[src/rtl/codificador_matriz.sv]
// 4x2 key-matrix scanner: column drive, per-key debounce, priority encoding and press-event pulse.
// Optional macro LINHA_SYNC_EN adds a 2-flop synchronizer on the row inputs.
module codificador_matriz #(
  parameter int SCAN_DIV  = 1000,
  parameter int DEB_COUNT = 4
) (
  input  logic       Clock,
  input  logic       Reset,
  input  logic [3:0] Linha,
  output logic [1:0] Coluna,
  output logic [7:0] CH,
  output logic [2:0] Codigo,
  output logic       Valido,
  output logic       Evento
);

  localparam int CW = (SCAN_DIV > 1) ? $clog2(SCAN_DIV) : 1;
  localparam int DW = (DEB_COUNT > 0) ? $clog2(DEB_COUNT + 1) : 1;
  localparam logic [CW-1:0] DWELL_LAST = CW'(SCAN_DIV - 1);
  localparam logic [DW-1:0] DEB_LAST   = DW'(DEB_COUNT - 1);
  localparam logic [2:0] ORDER [8] = '{3'd0, 3'd2, 3'd4, 3'd6, 3'd1, 3'd3, 3'd5, 3'd7};

  typedef enum logic {COL0 = 1'b0, COL1 = 1'b1} state_t;

  state_t          state;
  logic [CW-1:0]   dwell;
  logic [3:0]      linha_s;
  logic            sample;
  logic            col_sel;
  logic [DW-1:0]   deb [8];
  logic [7:0]      ch_prev;

`ifdef LINHA_SYNC_EN
  logic [3:0] sync1;
  logic [3:0] sync2;

  // Two-stage synchronizer for the asynchronous row lines
  always_ff @(posedge Clock or posedge Reset) begin
    if (Reset) begin
      sync1 <= 4'b0000;
      sync2 <= 4'b0000;
    end else begin
      sync1 <= Linha;
      sync2 <= sync1;
    end
  end

  assign linha_s = sync2;
`else
  assign linha_s = Linha;
`endif

  assign sample  = (dwell == DWELL_LAST);
  assign col_sel = (state == COL1);

  // Column scan FSM with dwell counter and registered one-hot column drive
  always_ff @(posedge Clock or posedge Reset) begin
    if (Reset) begin
      state  <= COL0;
      dwell  <= '0;
      Coluna <= 2'b01;
    end else if (sample) begin
      dwell <= '0;
      case (state)
        COL0: begin
          state  <= COL1;
          Coluna <= 2'b10;
        end
        COL1: begin
          state  <= COL0;
          Coluna <= 2'b01;
        end
        default: begin
          state  <= COL0;
          Coluna <= 2'b01;
        end
      endcase
    end else begin
      dwell <= dwell + {{(CW-1){1'b0}}, 1'b1};
    end
  end

  // Per-key debounce; only the four keys of the driven column see the sample
  always_ff @(posedge Clock or posedge Reset) begin
    if (Reset) begin
      CH <= 8'h00;
      for (int k = 0; k < 8; k++) deb[k] <= '0;
    end else if (sample) begin
      for (int k = 0; k < 8; k++) begin
        if (k[0] == col_sel) begin
          if (linha_s[k/2] == CH[k]) begin
            deb[k] <= '0;
          end else if (deb[k] == DEB_LAST) begin
            CH[k]  <= ~CH[k];
            deb[k] <= '0;
          end else begin
            deb[k] <= deb[k] + {{(DW-1){1'b0}}, 1'b1};
          end
        end
      end
    end
  end

  // Press event: one pulse per cycle in which any key went 0->1
  always_ff @(posedge Clock or posedge Reset) begin
    if (Reset) begin
      ch_prev <= 8'h00;
      Evento  <= 1'b0;
    end else begin
      ch_prev <= CH;
      Evento  <= |(CH & ~ch_prev);
    end
  end

  // Priority encoder: walk from lowest to highest priority so the last hit wins
  always_comb begin
    Codigo = 3'd0;
    for (int i = 7; i >= 0; i--) begin
      Codigo = CH[ORDER[i]] ? ORDER[i] : Codigo;
    end
    Valido = |CH;
  end

endmodule

[config.mk]
export PLATFORM = sky130hd
export DESIGN_NAME = codificador_matriz
export DESIGN_NICKNAME = d
export VERILOG_FILES = /design/src/rtl/codificador_matriz.sv
export SDC_FILE = /design/constraint.sdc
export NUM_CORES = 1
export LEC_CHECK = 0
export CAP_MARGIN = 25
export CORE_MARGIN = 2
export CORE_UTILIZATION = 45
export DETAILED_ROUTE_END_ITERATION = 12
export SLEW_MARGIN = 20
export SYNTH_ARGS = -nofsm -noshare
export SYNTH_HDL_FRONTEND = slang
export SYNTH_SLANG_ARGS = --single-unit
[constraint.sdc]
create_clock -name Clock -period 1.9 [get_ports Clock]
set_input_delay 0.19 -clock Clock [delete_from_list [all_inputs] [get_ports Clock]]
set_output_delay 0.19 -clock Clock [all_outputs]
set_load 0.05 [all_outputs]
Yosys cells after proc, flatten, opt, wreduce, memory -nomap -nowiden
Index checks and enable logic that the tools add are counted.
{"block": "totals", "ff_bits": 54, "latch_bits": 0, "ram_bits": 0, "rom_bits": 0, "input_bits": 6, "word_cells": 105, "out_inout_bits": 15, "mem_count": 0}
{"block": "op_classes", "n_reduce_logical": 12, "mul": 0, "mux": 27, "addsub": 9, "eq_ne": 17, "shifts": 0, "bitwise": 19, "order_cmp": 0, "div_mod_pow": 0}
{"operator": "$mux W3", "n": 24}
{"operator": "$reduce_and A4 Y1", "n": 8}
{"operator": "$add A3 B1 Y3 const B", "n": 8}
{"operator": "$eq A3 B2 Y1 const B", "n": 8}
{"operator": "$not A1 Y1", "n": 17}
{"operator": "$reduce_or A8 Y1", "n": 2}
{"operator": "$add A10 B1 Y10 const B", "n": 1}
{"operator": "$eq A10 B10 Y1 const B", "n": 1}
{"operator": "$mux W10", "n": 1}
{"operator": "$and A8 B8 Y8", "n": 1}
{"operator": "$eq A1 B1 Y1", "n": 8}
{"operator": "$not A8 Y8", "n": 1}
{"operator": "$pmux W2 S2", "n": 1}
{"operator": "$reduce_and A2 Y1", "n": 2}
{"operator": "$pmux W1 S2", "n": 1}

Longest topological paths before layout
Gate-level depths: netlist (run 1).
{"block": "depth", "word_depth": 8, "mapped_depth": 6, "mapped_depth_nobuf": 5}

Worst setup path before layout (run 1)
Ideal clock, no wire load.
{"block": "synth_path", "path_kind": "reg2out", "startpoint": "reg CH[7]", "endpoint": "out Codigo[2]", "path_slack_ns": -0.404, "n_path_buf": 0, "arrival_ns": 2.114, "stages_incl_launch_ff": 5, "required_time_ns": 1.710, "path_cell_list": "dfrtp_1 -> nor2_1 -> nor3_1 -> nor3_1 -> nor3_1"}
{"block": "synth_via", "elab_chain_cells": 8}
{"item": "start: declaration", "line": "11", "text": "output logic [7:0] CH,"}
{"item": "start signal: indexed assignment", "line": "94", "text": "CH[k] <= ~CH[k];"}
{"item": "$mux W3 (8 in a row)", "line": "119", "text": "Codigo = CH[ORDER[i]] ? ORDER[i] : Codigo;"}
{"item": "end: declaration", "line": "12", "text": "output logic [2:0] Codigo,"}
No other way between the ends.

Worst setup path after layout (run 1)
{"block": "layout_path", "startpoint": "reg CH[5]", "endpoint": "out CH[5]"}
No word-level cell between the ends.

==> impl_metrics.csv, run 1 <==
group,metric,value,unit
placed_design,place_hpwl,3431,um
timing,tightest_slew,0.5028,ns
yosys,syn-num-nets,236,
worst_setup_path,worstSetupStartpointType,"flip-flop",
floorplan,initial_utilization,0.4585,
yosys,post_synth_instance_area,2494,um2
worst_setup_path,worst-path-buf-inv,1,
grt,grt_max_degree,54,
worst_setup_path,slowest_delay,0.85,ns
worst_setup_path,cp.required,1.71,ns
drt,post_drt_wl_per_cell,15.40,um
final_layout,areaGrowthSynthToFinish,20.02,%
power_and_ir_drop,ir_drop,0.3837,mV
drt,drc,0,
timing,period_share,0.9709,
placed_design,dp_cells,311,
worst_setup_path,critPathCaptureType,"output pin",
power_and_ir_drop,power_density,737.7,nW/um2
worst_setup_path,cpMaxStageDelayCell,"clkdlybuf4s50_1",
drt,final_antenna_net_count,0,
placed_design,port_buffers,20,
timing,maxSlewViolCount,0,
timing,setup_viol,0,
timing,skew,0.008997,ns
grt,grt_pass1_vias,1728,
timing,max_freq,542.1,MHz
placed_design,gp_congestion,0.7540,
drt,firstDrtPassIters,4,
placed_design,placed_area,2838,um2
timing,slew_headroom,0.6642,
clock_tree,clk_pin_slew,0.10,ns
yosys,synth_edf_count,0,
drt,wl,4928,um
grt,grt_overflow,0,
clock_tree,insertion_delay,0.31,ns
run_status,status,"complete, no violations",
grt,grtUsageTotal,0.1731,
worst_setup_path,worstPathArrival,1.65,ns
placed_design,pre_cts_ws,0.09404,ns
floorplan,die-area,6153,um2
final_layout,final_common_cell,"dfrtp_1",
final_layout,mostFrequentLayoutCells,"dfrtp_1, nor2_1, clkdlybuf4s50_1",
yosys,synth_cells,221,
worst_setup_path,path_depth,1,
clock_tree,cts_root_buffer,"clkbuf_8",
clock_tree,cts_tree,"done",
worst_setup_path,critPathMaxFanout,7,
yosys,synth.distinct_cells,39,
floorplan,die_w,78.44,um
clock_tree,cts_setup_buffers,0,
final_layout,stdcell_count,320,
grt,grt_antenna_before_repair,0,
final_layout,num_antenna_cells,0,
grt,grt_pass1_wl,8314,um
yosys,synth_seq_area_share,0.5324,
yosys,synth_area_per_cell,11.28,um2
power_and_ir_drop,power_leakage,1.363,nW
worst_setup_path,ff2ff_path_depth,5,
clock_tree,cts-buffers-inserted,5,
hold_path,hp-class,"in2async",
timing,fin_hold_ws,0.2125,ns
drt,num_vias,1726,
floorplan,core_area,5439,um2
final_layout,final_cell_area,2993,um2
worst_setup_path,path_cells,"clkdlybuf4s50_1",
worst_setup_path,cp_top_family,"buffers and inverters",
final_layout,nets,262,
clock_tree,htreeDepth,2,
timing,grt_setup_unrepaired,"false",
floorplan,fp.dieH,78.44,um
yosys,async_flop_share,1.000,
timing,period_needed,1.845,ns
clock_tree,cts_buffer_depth,2,
final_layout,fin_util,0.5503,
worst_setup_path,critPathKind,"reg2out",
final_layout,drive_above_1_share,0.1774,
run,drv_cap,0,
floorplan,rows,27,
yosys,ys_ff_latch,53,
yosys,ys.flop_type,"dfrtp_1",
drt,via_per_inst,5.394,
timing,hold_viol,0,
timing,worst_slack,0.05530,ns
yosys,ys_warn_count,0,
clock_tree,cts.sinks,53,
drt,drt_iter0_drc,37,
floorplan,pin_count,21,
## worst paths after layout
| check | from | end | slack (ns) |
|---|---|---|---|
| worst max-delay path | CH[5] | CH[5] | 0.06 |
| worst min-delay path | Reset | deb[2] | 0.21 |
| worst max register to register | dwell[0] | CH[1] | 0.12 |
| worst min register to register | Coluna[0] | Coluna[0] | 0.48 |
| max in group asynchronous | Reset | Coluna[0] | 1.37 |
| min in group Clock | Coluna[0] | Coluna[0] | 0.48 |
## Yosys cell counts, drive strengths merged (2+ instances only)
| library cell | n | area (um2) |
|---|---|---|
| nand3 | 15 | 100.1 |
| inv | 11 | 41.29 |
| xor2 | 3 | 26.28 |
| xnor2 | 9 | 78.83 |
| a21o | 8 | 60.06 |
| nor2b | 9 | 56.30 |
| o21ai | 2 | 10.01 |
| o22ai | 4 | 25.02 |
| nor2 | 22 | 82.58 |
| buf | 6 | 45.03 |
| a31oi | 2 | 12.51 |
| o21a | 8 | 60.06 |
| a32o | 8 | 80.08 |
| mux2 | 8 | 108.9 |
| dfrtp | 52 | 1301 |
| nand4 | 5 | 31.28 |
| nor4 | 8 | 50.05 |
| ha | 9 | 112.6 |
| a21oi | 4 | 20.02 |
| nand2 | 10 | 37.54 |
| nor3 | 4 | 20.02 |
| and3 | 2 | 17.52 |
## metal layers
layer,global-route usage,part of all wire
met1,0.2318,0.48
met2,0.2802,0.47
met3,0.03908,0.035
met4,0.05614,0.015
met5,0,0
## kinds of logic (layout without fill, tap and decap cells)
group	after synthesis	in the layout	share of synthesized area
buf+inv	18	44	0.03612
flops	53	53	0.5324
fa+ha+maj	9	9	0.04516
mux	8	8	0.04365
xor+xnor	12	12	0.04215
compound gates	38	38	0.1149
simple gates	83	84	0.1857
## flip-flops by register name (all words and copies together), names as in the netlist
| name | cells |
|---|---|
| deb | 24 |
| dwell | 10 |
| CH | 8 |
| ch_prev | 8 |
| Coluna | 2 |
| Evento | 1 |
## per-stage QoR
| step | setup TNS [ns] | total power [mW] |
|---|---|---|
| 4_1_cts | 0 | 2.237 |
| 5_1_grt | 0 | 2.282 |
| 2_1_floorplan | -0.002361 | 1.336 |
| 3_3_place_gp | 0 | 1.420 |
| 6_report | 0 | 2.208 |
| 3_5_place_dp | 0 | 1.423 |
## final cells by class
type	instances	area (um2)
Tap cell	72	90.09
Timing Repair Buffer	25	295.3
Clock buffer	6	82.58
Clock inverter	2	37.54
Fill cell	497	2446
Sequential cell	53	1328
Multi-Input combinational cell	151	1119
Inverter	11	41.29
## where the power goes
group          internal, mW  total, mW  switching (mW)
clock                 0.429      0.810           0.381
sequential             1.15       1.18          0.0273
combinational        0.0869      0.216           0.129
total                  1.67       2.21           0.538
## repair_timing
item / in CTS / in global routing
endpoints found under the setup margin: 0 / 19
hold buffers: 0 / 0
gates resized for setup: 0 / 8
No activity file was read; power rests on OpenSTA's default activity.
==> run 2, diff against run 1 <==
Settings changed: CTS_CLUSTER_DIAMETER from default to 150, CTS_CLUSTER_SIZE from default to 40.
==> results of run 2 <==
Final layout, timing and power as in run 1 (identical DEF).
==> run 3, diff against run 2 <==
Settings changed: ABC_CLOCK_PERIOD_IN_PS from default to 1900.
==> results of run 3 <==
Final layout, timing and power as in run 1 (identical DEF).
==> edit 1 (config.mk and constraints of run 2) <==
Build with the macro `LINHA_SYNC_EN` defined.
--- a/src/rtl/codificador_matriz.sv
+++ b/src/rtl/codificador_matriz.sv
@@ -1,5 +1,7 @@
 // 4x2 key-matrix scanner: column drive, per-key debounce, priority encoding and press-event pulse.
 // Optional macro LINHA_SYNC_EN adds a 2-flop synchronizer on the row inputs.
+`define LINHA_SYNC_EN
+
 module codificador_matriz #(
   parameter int SCAN_DIV  = 1000,
   parameter int DEB_COUNT = 4
Function: no difference found for any inputs over 10 cycles, from zero or initial values and one cycle with Reset high; that may be too few to reach the edited logic, so the function may still have changed.
==> edit 1 against run 2 <==
Setup slack lost 0.0080 ns. Sequential cell count is 8 higher. Final area grew 12%. Synthesized cell count grew 4.5%. Synthesized area grew 9.9%. Wire length grew 1.2%. Largest cell class unchanged.
Power is not compared: it rests on default switching activity, and its combinational part moved more than twofold at a synthesized area within 25%.
==> edit 1: results (changes against run 2) <==
Run status - complete, no violations
Clock Skew - 0.0118 ns (+0.00276 ns)
Transition time of the tightest slew-check pin - 0.504 ns (+0.00110 ns)
Critical path's largest stage delay - 0.85 ns (about the same)
Later-pin clock latency in the skew report - 0.34 ns (+0.03 ns)
CP max stage cell - clkdlybuf4s50_1
Setup Fix Bufs, Post-CTS - 0 (unchanged)
Top cells by instance count after synthesis - dfrtp_1 (60), nor2_1 (18), nand2_1 (15)
Average detailed-routed wire length per instance - 14.6 um (-5.3%)
Maximum clock path buffer count - 2 (unchanged)
Synthesis Warnings - 0 (unchanged)
Maximum number of pins on one net before global-route repair - 21 (-61%)
CTS HTree Levels - 3 (+1)
Clock-pin transition on the worst setup and hold timing paths - 0.07 ns (-0.03 ns)
Number of buffers added by the clock tree synthesis step - 9 (+4)
Leak pwr - 1.67 nW
Sequential share of the synthesized area - 0.558 (+0.0252)
Gpl congestion - 0.758 (+0.53%)
All-Layer GR Usage - 0.176 (+0.00297)
Global-route wire length before repair - 8580 um (+3.2%)
Iteration-0 DRC count of the detailed router - 109 (+190%)
Number of unique standard cell types used by synthesis - 37 (-5.1%)
Top post-synthesis cells by area - dfrtp_1 (55%), nor4b_2 (4.4%), ha_1 (4.1%), mux2_2 (3.3%), xnor2_1 (3.2%)
Largest fanout on the critical path - 6 (-1)
Final layout net count - 278 (+6.1%)
Final HPWL DP - 3470 um (+1.3%)
Total nets after synthesis - 246 (+4.2%)
Ratio of cells with drive above 1 in the final layout - 0.202 (+0.0248)
Met2 Usage GRT - 0.267 (-0.0127)
Met3 Track Usage GR - 0.0341 (-0.00501)
Met1 track demand over resource - 0.236 (+0.00409)
Total via count after detailed routing - 1,750 (+1.4%)
Number of port buffers - 20 (unchanged)
Fill cell total of the finished layout - 497 (unchanged)
## edit 1: cell count changes in the layout (fill, tap and decap cells not counted), sizes merged, moves of 8 or more
cell / before / now
o21ai: 2 / 10
nor2b: 9 / 1
nand3: 15 / 5
dfrtp: 52 / 60
nor4b: 0 / 8
nor4: 8 / 0
nand2b: 1 / 9
a32o: 8 / 0
nand3b: 0 / 8
## edit 1: layout make-up
| cell class | instances | area share |
|---|---|---|
| Inverter | 9 | 0.0101 |
| Clock inverter | 4 | 0.0217 |
| Tap cell | 75 | 0.0281 |
| Timing Repair Buffer | 28 | 0.0967 |
| Sequential cell | 61 | 0.458 |
| Multi-Input combinational cell | 154 | 0.343 |
| Clock buffer | 11 | 0.0424 |
## edit 1: final timing paths
| path | start | endpoint | slack, ns | depth (start not counted) |
|---|---|---|---|---|
| max | CH[4] | CH[4] | 0.05 | 1 |
| max reg2reg | dwell[0] | CH[3] | 0.16 | 5 |
| min | Reset | deb[13] | 0.17 | 2 |
| max in group asynchronous | Reset | CH[3] | 1.10 | 3 |
| min in group Clock | Linha[2] | sync1[2] | 0.29 | 1 |
| min reg2reg | sync1[1] | linha_s[1] | 0.35 | 0 |
## edit 1: where the power goes
part	leakage (nW)	switching (mW)	total (mW)	internal [mW]
sequential	0.816	0.00899	1.32	1.31
combinational	0.753	0.0376	0.0625	0.0249
clock	0.105	0.504	1.27	0.765
total	1.67	0.551	2.65	2.10
## edit 1: worst reg2reg max path, delay by kind of cell (launching register included)
kind / cells / cell delay, ns
fa+ha+maj: 1 / 0.18
flops: 1 / 0.38
mux: 1 / 0.34
simple gates: 3 / 0.72
## edit 1: what timing repair did
item / 4_1_cts / 5_1_grt
resized for setup: 2 / 3
endpoints found under the setup margin: 2 / 3
pin swaps: 0 / 0
## edit 1: per-layer routing
| layer | up-vias | share of wire | wire length (um) |
|---|---|---|---|
| met3 | 12 | 0.027 | 135 |
| met1 | 840 | 0.48 | 2410 |
| met2 | 29 | 0.46 | 2310 |
| met4 | 0 | 0.027 | 136 |
| li1 | 869 | - | - |
| met5 | - | 0 | 0 |
## edit 1: cell families after synthesis
logic type                 count (synthesis)  synth area share
muxes                                      8            0.0329
buffers and inverters                     16            0.0297
xor gates and xnor gates                  15            0.0479
adders and majority gates                  9            0.0411
AOI/OAI and AO/OA                         34            0.0804
DFF                                       61             0.558
and+or+nand+nor                           88             0.211
## edit 1: through the flow
step,worst slack (ns),cell area [um2],power [mW],std cells
global placement,0.207,3120,1.41,327
detailed placement,0.164,3120,1.41,327
CTS,0.0125,3330,2.69,342
finish,0.0473,3340,2.65,342
global route,0.00000833,3340,2.75,342
floorplan,0.000238,2760,1.37,231
==> edit 2 (flow settings as in run 2) <==
Without the edit above. Put a register stage on the output `Codigo`, cleared by the reset. The value now appears one clock later. The other outputs are not delayed to match.
--- a/src/rtl/codificador_matriz.sv
+++ b/src/rtl/codificador_matriz.sv
@@ -21,6 +21,8 @@
   localparam logic [2:0] ORDER [8] = '{3'd0, 3'd2, 3'd4, 3'd6, 3'd1, 3'd3, 3'd5, 3'd7};
 
   typedef enum logic {COL0 = 1'b0, COL1 = 1'b1} state_t;
+
+  logic [2:0] Codigo_d;
 
   state_t          state;
   logic [CW-1:0]   dwell;
@@ -114,12 +116,20 @@
 
   // Priority encoder: walk from lowest to highest priority so the last hit wins
   always_comb begin
-    Codigo = 3'd0;
+    Codigo_d = 3'd0;
     for (int i = 7; i >= 0; i--) begin
-      Codigo = CH[ORDER[i]] ? ORDER[i] : Codigo;
+      Codigo_d = CH[ORDER[i]] ? ORDER[i] : Codigo_d;
     end
     Valido = |CH;
   end
 
+  always_ff @(posedge Clock or posedge Reset) begin
+    if (Reset) begin
+      Codigo <= '0;
+    end else begin
+      Codigo <= Codigo_d;
+    end
+  end
+
 endmodule
 
Check against the original RTL: no difference found for any inputs over 10 cycles, from zero or initial values and one cycle with Reset high; that may be too few to reach the edited logic, so the function may still have changed.
==> edit 2 against run 2 <==
Power is 3.6% lower. Final area is 0.33% lower. Sequential power is 5% higher. Wire length is 4.2% lower. Synthesized area is 2.9% higher. Cell count is 2.8% higher. Sequential cell count is 3 higher. Clock power is 17% lower. Fmax is 0.70% higher. Setup slack better by 0.013 ns. Synthesized cell count is 1.8% higher. Largest power group unchanged. Highest routed layer unchanged.
==> edit 2: results (changes against run 2) <==
Synthesis Warnings - 0 (unchanged)
Wire length on met2 - 2230 um (-3.6%)
Number of antenna violations at the first check in global routing - 0 (unchanged)
Run status - complete, no violations
Setup Fix Bufs, Post-CTS - 0 (unchanged)
Relative max-transition margin - 0.662 (-0.00248)
Sequential share of the synthesized area - 0.547 (+0.0145)
Registers with the most flip-flops - deb: 24 flops, dwell: 10 flops
Setup slack of the most critical reg-to-reg path - 0.12 ns (about the same)
DRC errors left - 0 (unchanged)
Average detailed-routed wire length per instance - 14.3 um (-6.8%)
Cell family contributing the most delay on the critical path - buffers and inverters
Worst IR drop on VDD - 0.289 mV (-25%)
Clock Root Buffer - clkbuf_8
Data arrival at the endpoint of the critical path - 1.64 ns
All-Layer GR Usage - 0.167 (-0.00591)
Worst slack, placed - 0.128 ns (+0.0341 ns)
Number of global-route vias before repair - 1,726 (-0.12%)
Critical path's largest stage delay - 0.79 ns (-0.06 ns)
Top post-synthesis cells by area - dfrtp_1 (54%), ha_1 (4.4%), nor2_1 (3.2%), a32o_1 (3.1%), xnor2_1 (3.1%)
Wire length on met3 - 167 um (-3.5%)
Final layout net count - 271 (+3.4%)
Final HPWL DP - 3410 um (-0.69%)
Top cells by instance count after synthesis - dfrtp_1 (55), nor2_1 (22), inv_1 (12), nand2_1 (12)
Gpl congestion - 0.763 (+1.2%)
Maximum number of pins on one net before global-route repair - 30 (-44%)
Ratio of cells with drive above 1 in the final layout - 0.144 (-0.0335)
Leak pwr - 1.38 nW (+1.6%)
Total nets after synthesis - 240 (+1.7%)
CTS HTree Levels - 2 (unchanged)
Largest fanout on the critical path - 2 (-5)
CP max stage cell - clkdlybuf4s50_1
Number of buffers added by the clock tree synthesis step - 5 (unchanged)
Synth Area in Compound Gates - 0.112 (-0.00271)
Later-pin clock latency in the skew report - 0.31 ns (about the same)
Reg-to-reg endpoint - CH[6]
Class of the tightest hold or removal check - in2async
Met1 Routed Length - 2280 um (-3.6%)
Ratio of routed vias to standard cells - 5.36 (-0.59%)
Fill cell total of the finished layout - 492 (-1.0%)
Clock Skew - 0.00826 ns (-0.000732 ns)
Cells resized by post-CTS repair - 0 (unchanged)
Fraction of the mapped netlist area in adder cells - 0.0439 (-0.00126)
Post-synthesis async set-or-reset flop share - 1.00 (unchanged)
Number of port buffers - 20 (unchanged)
Global-route wire length before repair - 8160 um (-1.9%)
Clock-pin transition on the worst setup and hold timing paths - 0.10 ns (about the same)
Number of unique standard cell types used by synthesis - 36 (-7.7%)
Reg2Reg Depth - 5 (unchanged)
Share of cell area taken by muxes after synthesis - 0.0424 (-0.00121)
Iteration-0 DRC count of the detailed router - 53 (+43%)
Maximum clock path buffer count - 2 (unchanged)
CP Launch Point - Coluna[0]
Worst reg2reg startpoint - dwell[0]
Xor/xnor share of the synthesized area - 0.0410 (-0.00117)
Length of the first detailed-routing pass in iterations - 4 (unchanged)
edit 2: area by class of cell:
class | instances | area, um2 | area share
sequential | 56 | 1400 | 0.470
multi-input combinational | 150 | 1070 | 0.358
timing repair buffer | 31 | 283 | 0.0948
tap | 72 | 90.1 | 0.0302
clock buffer | 7 | 86.3 | 0.0289
inverter | 12 | 45.0 | 0.0151
clock inverter | 1 | 7.51 | 0.00252
edit 2: worst max path at each step:
stage               depth (start not counted)        end  slack, ns
floorplan                                   6      CH[6]       0.22
global placement                            5      CH[2]       0.17
detailed placement                          5      CH[2]       0.13
CTS                                         1      CH[5]       0.04
global route                                1      CH[3]      0.004
finish                                      1  Coluna[0]       0.07
edit 2: logic make-up after synthesis:
| group | count (synthesis) |
|---|---|
| AOI/OAI and AO/OA | 39 |
| adders and majority gates | 9 |
| xor gates and xnor gates | 12 |
| DFF | 56 |
| and+or+nand+nor | 82 |
| buffers and inverters | 19 |
| muxes | 8 |
edit 2: metrics by stage:
step	cell area [um2]	cells	hold slack (ns)
final	2980	329	0.252
after global placement	2880	321	0.461
after floorplan	2560	225	0.339
after global routing	2980	329	0.283
after CTS	2980	329	0.262
after detailed placement	2880	321	0.457
edit 2: metal layers:
metal / global-route usage / vias to the layer above
li1: - / 860
met1: 0.221 / 877
met2: 0.274 / 23
met3: 0.0441 / 4
met4: 0.0414 / 0
met5: 0 / -
edit 2: report_power, final:
group | internal (mW) | switching [mW] | total [mW]
combinational | 0.0828 | 0.132 | 0.215
clock | 0.297 | 0.373 | 0.670
sequential | 1.22 | 0.0210 | 1.24
total | 1.60 | 0.527 | 2.13
